## src/rtl/traffic_light_ctrl.sv

```systemverilog
// Sequencing FSM for a two-yellow traffic light with latched pedestrian request
// and blinking-yellow night mode; times each phase from an external seconds timer.
module traffic_light_ctrl #(
  parameter int BIT      = 5,
  parameter int T_RED    = 10,
  parameter int T_RY     = 2,
  parameter int T_GREEN  = 10,
  parameter int T_GMIN   = 4,
  parameter int T_GBLINK = 3,
  parameter int T_YEL    = 3
) (
  input  logic         clk_50MHz,
  input  logic         res,
  input  logic [BIT:0] sec_cnt,
  input  logic         clk_1Hz,
  input  logic         ped_req,
  input  logic         night,
  output logic         load,
  output logic         red,
  output logic         yellow,
  output logic         green,
  output logic         ped_green,
  output logic [2:0]   state
);

  localparam int W = BIT + 1;
  localparam logic [BIT:0] LIM_RED    = W'(T_RED);
  localparam logic [BIT:0] LIM_RY     = W'(T_RY);
  localparam logic [BIT:0] LIM_GREEN  = W'(T_GREEN);
  localparam logic [BIT:0] LIM_GMIN   = W'(T_GMIN);
  localparam logic [BIT:0] LIM_GBLINK = W'(T_GBLINK);
  localparam logic [BIT:0] LIM_YEL    = W'(T_YEL);

  typedef enum logic [2:0] {
    S_RED         = 3'd0,
    S_RED_YELLOW  = 3'd1,
    S_GREEN       = 3'd2,
    S_GREEN_BLINK = 3'd3,
    S_YELLOW      = 3'd4,
    S_NIGHT       = 3'd5
  } state_e;

  // State register kept as raw bits so codes 6/7 remain representable and recoverable.
  logic [2:0]   state_q;
  state_e       state_cur;
  state_e       state_d;
  logic         load_q, load_d;
  logic         pend_q, pend_d;
  logic [3:0]   lamps_q, lamps_d;  // {red, yellow, green, ped_green}
  logic [BIT:0] limit;
  logic         timed_out;
  logic         ped_cut;

  assign state_cur = state_e'(state_q);

  always_comb begin
    limit = LIM_RED;
    case (state_cur)
      S_RED:         limit = LIM_RED;
      S_RED_YELLOW:  limit = LIM_RY;
      S_GREEN:       limit = LIM_GREEN;
      S_GREEN_BLINK: limit = LIM_GBLINK;
      S_YELLOW:      limit = LIM_YEL;
      default:       limit = LIM_RED;
    endcase
  end

  assign timed_out = load_q && (sec_cnt >= limit);
  assign ped_cut   = load_q && pend_q && (sec_cnt >= LIM_GMIN);

  always_comb begin
    state_d = state_cur;
    case (state_cur)
      S_RED:         if (timed_out) state_d = night ? S_NIGHT : S_RED_YELLOW;
      S_RED_YELLOW:  if (timed_out) state_d = S_GREEN;
      S_GREEN:       if (timed_out || ped_cut) state_d = S_GREEN_BLINK;
      S_GREEN_BLINK: if (timed_out) state_d = S_YELLOW;
      S_YELLOW:      if (timed_out) state_d = S_RED;
      S_NIGHT:       if (!night) state_d = S_RED;
      default:       state_d = S_RED;
    endcase

    // A one-clock load=0 pulse on every transition restarts the timer at 0.
    load_d = (state_d == state_cur);

    pend_d = pend_q;
    if (ped_req && (state_cur != S_RED) && (state_cur != S_NIGHT)) pend_d = 1'b1;
    if ((state_d == S_RED) && !load_d) pend_d = 1'b0;
  end

  always_comb begin
    lamps_d = 4'b0000;
    case (state_cur)
      S_RED:         lamps_d = 4'b1001;
      S_RED_YELLOW:  lamps_d = 4'b1100;
      S_GREEN:       lamps_d = 4'b0010;
      S_GREEN_BLINK: lamps_d = {2'b00, clk_1Hz, 1'b0};
      S_YELLOW:      lamps_d = 4'b0100;
      S_NIGHT:       lamps_d = {1'b0, clk_1Hz, 2'b00};
      default:       lamps_d = 4'b0000;
    endcase
  end

  always_ff @(posedge clk_50MHz) begin
    if (res) begin
      state_q <= S_RED;
      load_q  <= 1'b0;
      pend_q  <= 1'b0;
      lamps_q <= 4'b1000;
    end else begin
      state_q <= state_d;
      load_q  <= load_d;
      pend_q  <= pend_d;
      lamps_q <= lamps_d;
    end
  end

  assign load      = load_q;
  assign red       = lamps_q[3];
  assign yellow    = lamps_q[2];
  assign green     = lamps_q[1];
  assign ped_green = lamps_q[0];
  assign state     = state_q;

endmodule
```

## config.mk

```make
export PLATFORM = sky130hd
export DESIGN_NAME = traffic_light_ctrl
export DESIGN_NICKNAME = d
export VERILOG_FILES = /design/src/rtl/traffic_light_ctrl.sv
export SDC_FILE = /design/constraint.sdc
export NUM_CORES = 1
export LEC_CHECK = 0
export BUFFER_PORTS_ARGS = -buffer_cell sky130_fd_sc_hd__buf_4
export CAP_MARGIN = 0
export CORE_AREA = 2 2 39 41
export DETAILED_ROUTE_END_ITERATION = 16
export DIE_AREA = 0 0 41 43
export PLACE_DENSITY_LB_ADDON = 0.12
export SYNTH_ARGS = -nofsm -noshare
export SYNTH_HDL_FRONTEND = slang
export SYNTH_SLANG_ARGS = --single-unit
```

## constraint.sdc

```tcl
create_clock -name clk_50MHz -period 2.1 [get_ports clk_50MHz]
set_input_delay 0 -clock clk_50MHz [delete_from_list [all_inputs] [get_ports clk_50MHz]]
set_output_delay 0 -clock clk_50MHz [all_outputs]
set_load 0.02 [all_outputs]
```

Yosys cells after proc, flatten, opt, wreduce, memory -nomap -nowiden --
Cells that the tools add are included.
Word-level totals: memory bits (writable) 0, ROM bits 0, logic and storage cells 36, bits in latches 0, output and inout bits 8, memories kept 0, flip-flop bits (word level) 9, input port bits 11
Cells by class: reduce and logical (&&, ||, !) cells 13, multiplexer cells 10, multipliers 0, div/mod/pow operators 0, eq/ne operators 7, add/sub/neg operators 0, shift operators 0, magnitude comparators 2, bitwise operators 0
Operators with widths (count):
- 4-bit one-hot mux with 6 select lines | 1
- 3-bit 2-to-1 mux | 7
- 3-bit one-hot mux with 6 select lines | 1
- 4-bit one-hot mux with 2 select lines | 1
- 3-bit by 2-bit equality test with 1-bit output (second input constant) | 2
- 3-bit equality test (second input constant) | 2
- 6-bit by 3-bit >= comparator with 1-bit output (second input constant) | 1
- 6-bit >= comparator | 1
- 1-bit logical AND | 6
- 3-bit zero test | 2
- 2-bit OR reduction | 2
- 3-bit by 1-bit equality test with 1-bit output (second input constant) | 1
- 3-bit equality test | 1
- 3-bit != test (second input constant) | 1
- 3-bit nonzero test | 1
- 1-bit zero test | 1
- 1-bit logical OR | 1

Longest topological paths before layout --
depth in word-level cells 12, depth in mapped cells 10, depth with buffers taken out 9

Least setup slack after synthesis --
OpenSTA, ideal clock, no wires.
kind register to register, start point register state_q[0], in the netlist state[0], end point register state_q[1], in the netlist state[1], slack 0.093 ns, cell stages (with the launch flop) 11, path buffers 1, setup time 0.126 ns, data required time 1.974 ns, clock period less this slack 2.007 ns, arrival time 1.881 ns, path through dfxtp_1 buf_2 nor2_1 nand2_1 o21ai_0 ha_1 a21oi_1 o211ai_4 nand3_1 xor2_1 nor3_2
Between the ends: word-level cells in the longest chain between the ends 8, elaborated cells between the ends (all ways) 17, classes of those cells 1 x order compare; 5 x eq/ne; 7 x mux; 4 x reduce/logical
Ends and longest elaborated chain:
- from (decl) | RTL line 44 | logic [2:0] state_q;
- from (signal assigned) | RTL line 111 | state_q <= state_d;
- 3-bit equality test / 3-bit by 2-bit equality test with 1-bit output (equally long branches) | RTL line 58, 73
- 2-bit OR reduction (no line)
- 4-bit one-hot mux with 2 select lines | RTL line 58 | case (state_cur)
- 6-bit >= comparator | RTL line 68 | assign timed_out = load_q && (sec_cnt >= limit);
- 1-bit logical AND | RTL line 68
- 1-bit logical OR | RTL line 76 | S_GREEN: if (timed_out || ped_cut) state_d = S_GREEN_BLINK;
- 3-bit 2-to-1 mux | RTL line 76
- 3-bit one-hot mux with 6 select lines * | RTL line 73 | case (state_cur)
Every way passes the cells marked *; elsewhere a longest branch is shown, timed or not. A chain may end at the register's enable or synchronous reset.

Final worst setup path --
Same ends and word-level chain as after synthesis.

==> results.ini <==
[setup_path]
required_ns = 2.24
arrival_ns = 2.06
critical_path.max_fanout = 6
start_kind = flip-flop
max_stage_delay_ns = 0.37
criticalPathCategory = reg2reg
setup.worst_path.end = state[1]
startpoint = state[0]
path_cells = nor2_1 > nand2_1 > o21ai_0 > ha_1 > a21oi_1 > o211ai_4 > nand3_1 > xor2_1 > nor3_2
rr_startpoint = state[0]
critical_path_buf_inv_count = 0
rrSetupSlack_ns = 0.18
reg2reg_to = state[1]
endpoint_kind = flip-flop
crit_family = compound AO/OA/AOI/OAI gates
worst-path-stages = 9
rr_worst_depth = 9
critPathSlowestCell = dfxtp_1

[logic_synthesis]
synth_common_cells = dfxtp_1, a21oi_1, nand2_1, nor2_1
yosys.area.top_type = dfxtp_1
yosysSeqAreaShare_pct = 34.4
synth_nets = 76
ys.flop_type = dfxtp_1
yosysTopAreaCellShare_pct = 34.4
ys_seq_elements = 9
async_reset_ff_share_pct = 0
netlist_area_um2 = 523
synthMostInstantiatedCell = dfxtp_1
synth-edff-count = 0
yosys_warnings = 0
syn_inst = 63
synth.top_cells.by_area = dfxtp_1, a21oi_1, ha_1, nand2_1, nor2_1
synth.distinct_cells = 28
synth_area_per_cell_um2 = 8.30

[route]
drc = 0
antenna_left = 0
num_vias = 534
dr.pass1.iters = 4
via_per_inst = 5.18
drt-initial-drc-count = 7
routedWlPerCell_um = 10.9
wirelength_um = 1120

[sta]
layout_setup_ws_ns = 0.184
worst_pin_slew_ns = 0.333
finalHoldViolations = 0
finalCritPeriodShare_pct = 91.3
slew_violations = 0
fmax_mhz = 522
min_period_ns = 1.92
fin_worst_skew_ns = 0.00560
setup_tns_ns = 0
hold_slack_ns = 0.0696
rsz0062_at_grt = no
relSlewSlack_pct = 77.7
setup_viol = 0

[min_path]
min_path_type = in2reg

[pwr]
switching_power_mw = 0.192
combPwrFrac_pct = 35.8
seqPwrFrac_pct = 39.3
intPower_mw = 0.354
pwr-share-clk_pct = 24.9
peakVddDrop_v = 0.000267
p_leak_nw = 0.328
power_mw = 0.546
switching_share_pct = 35.2
power_density_nw_per_um2 = 743

[placed_design]
io_buffers = 18
hpwlAfterDp_um = 876
finalWeightedCongestion = 0.837
place_ws_ns = 0.184

[floorplanning]
initial_core_util_pct = 37.8
io_pins = 19
die-area_um2 = 1760
die_x_um = 41
coreArea_um2 = 1380
die_h_um = 43
row_count = 14

[global_routing]
grt_use_total_pct = 16.4
first_global_vias = 501
overflow = 0
grt_max_degree = 11
grt_pass1_wl_um = 2000
antenna_found_initial = 0

[clock_tree]
cts.sinks = 9
cts_tree = done
cts_setup_buffers = 0
clockBufferDepth = 2
hold_buffers = 1
numCtsBuffers = 3
clk_pin_slew_ns = 0.07
htreeDepth = 1
clockRootBuffer = clkbuf_4
insertion_delay_ns = 0.26
cts_resized = 0

[outcome]
status = finished, final reports clean

[layout]
fillers = 142
final_util_pct = 53.1
antenna_cells = 0
synthToLayoutAreaGrowth_pct = 40.4
drive_above_1_share_pct = 35.6
num-nets-final = 101

[job]
cap_violations = 0

==> worst min path at each step <==
stage	slack, ns	to	from	cells past startpoint
4_1_cts	0.07	lamps_q[1]	clk_1Hz	3
3_5_place_dp	0.25	state[1]	res	2
5_1_grt	0.08	state[2]	night	3
2_1_floorplan	0.21	lamps_q[1]	clk_1Hz	2
3_3_place_gp	0.26	state[1]	res	2
6_report	0.07	state[2]	night	3
==> logic make-up (layout without fill, tap and decap cells) <==
| kind of cell | count (synthesis) | in the layout | share of synthesized area (%) |
|---|---|---|---|
| buf+inv | 7 | 31 | 5.74 |
| flops | 9 | 9 | 34.4 |
| xor+xnor | 2 | 2 | 3.35 |
| compound gates | 20 | 20 | 27.3 |
| fa+ha+maj | 2 | 2 | 4.78 |
| simple gates | 23 | 23 | 24.4 |
==> layout make-up <==
| type | instances | area [um^2] | area share [%] |
|---|---|---|---|
| inverter | 3 | 11.3 | 1.53 |
| clock buffer | 3 | 22.5 | 3.07 |
| clock inverter | 1 | 5.00 | 0.681 |
| sequential | 9 | 180 | 24.5 |
| tap | 16 | 20.0 | 2.73 |
| timing repair buffer | 24 | 183 | 24.9 |
| multi-input combinational | 47 | 313 | 42.6 |
==> power groups by stage <==
stage,sequential (mW),combinational (mW),clock (mW)
floorplan,0.234,0.106,0
global placement,0.218,0.194,0
detailed placement,0.218,0.195,0
CTS,0.214,0.198,0.140
global route,0.218,0.220,0.148
finish,0.214,0.196,0.136
==> state kept, by name, indices dropped and copies added (netlist names) <==
name	flops
load	1
lamps_q	4
state	3
pend_q	1
==> cell usage in the layout, fill, tap and decap left out, drive strengths merged <==
master,count
nor3,2
o21bai,2
o21a,1
o22a,1
nor4b,1
or3,1
inv,3
a211oi,1
nor4,1
clkbuf,3
o22ai,1
a41oi,1
nor2,6
dlygate4sd3,1
nand3,3
nand2,7
ha,2
a2111oi,1
o31ai,1
a21oi,8
dfxtp,9
xor2,2
clkinv,1
buf,23
nor2b,2
o21ai,2
o211ai,1
==> routing by layer <==
metal | global-route usage [%] | vias up | part of all wire, %
met5 | 0 | - | 0
met4 | 8.67 | 0 | 0
met3 | 4.71 | 0 | 4.6
met2 | 23.4 | 19 | 47
met1 | 21.4 | 243 | 48
li1 | - | 272 | -
==> worst min-delay path, stage by stage <==
cell and delay [ns]:
buf_4 0.08, a41oi_1 0.09, o22ai_1 0.11
==> per-stage QoR <==
stage          cells  cell area (um^2)
3_5_place_dp      98               697
4_1_cts          103               734
3_3_place_gp      98               697
2_1_floorplan     63               523
5_1_grt          103               734
6_report         103               734
(Power assumes the default switching activity.)
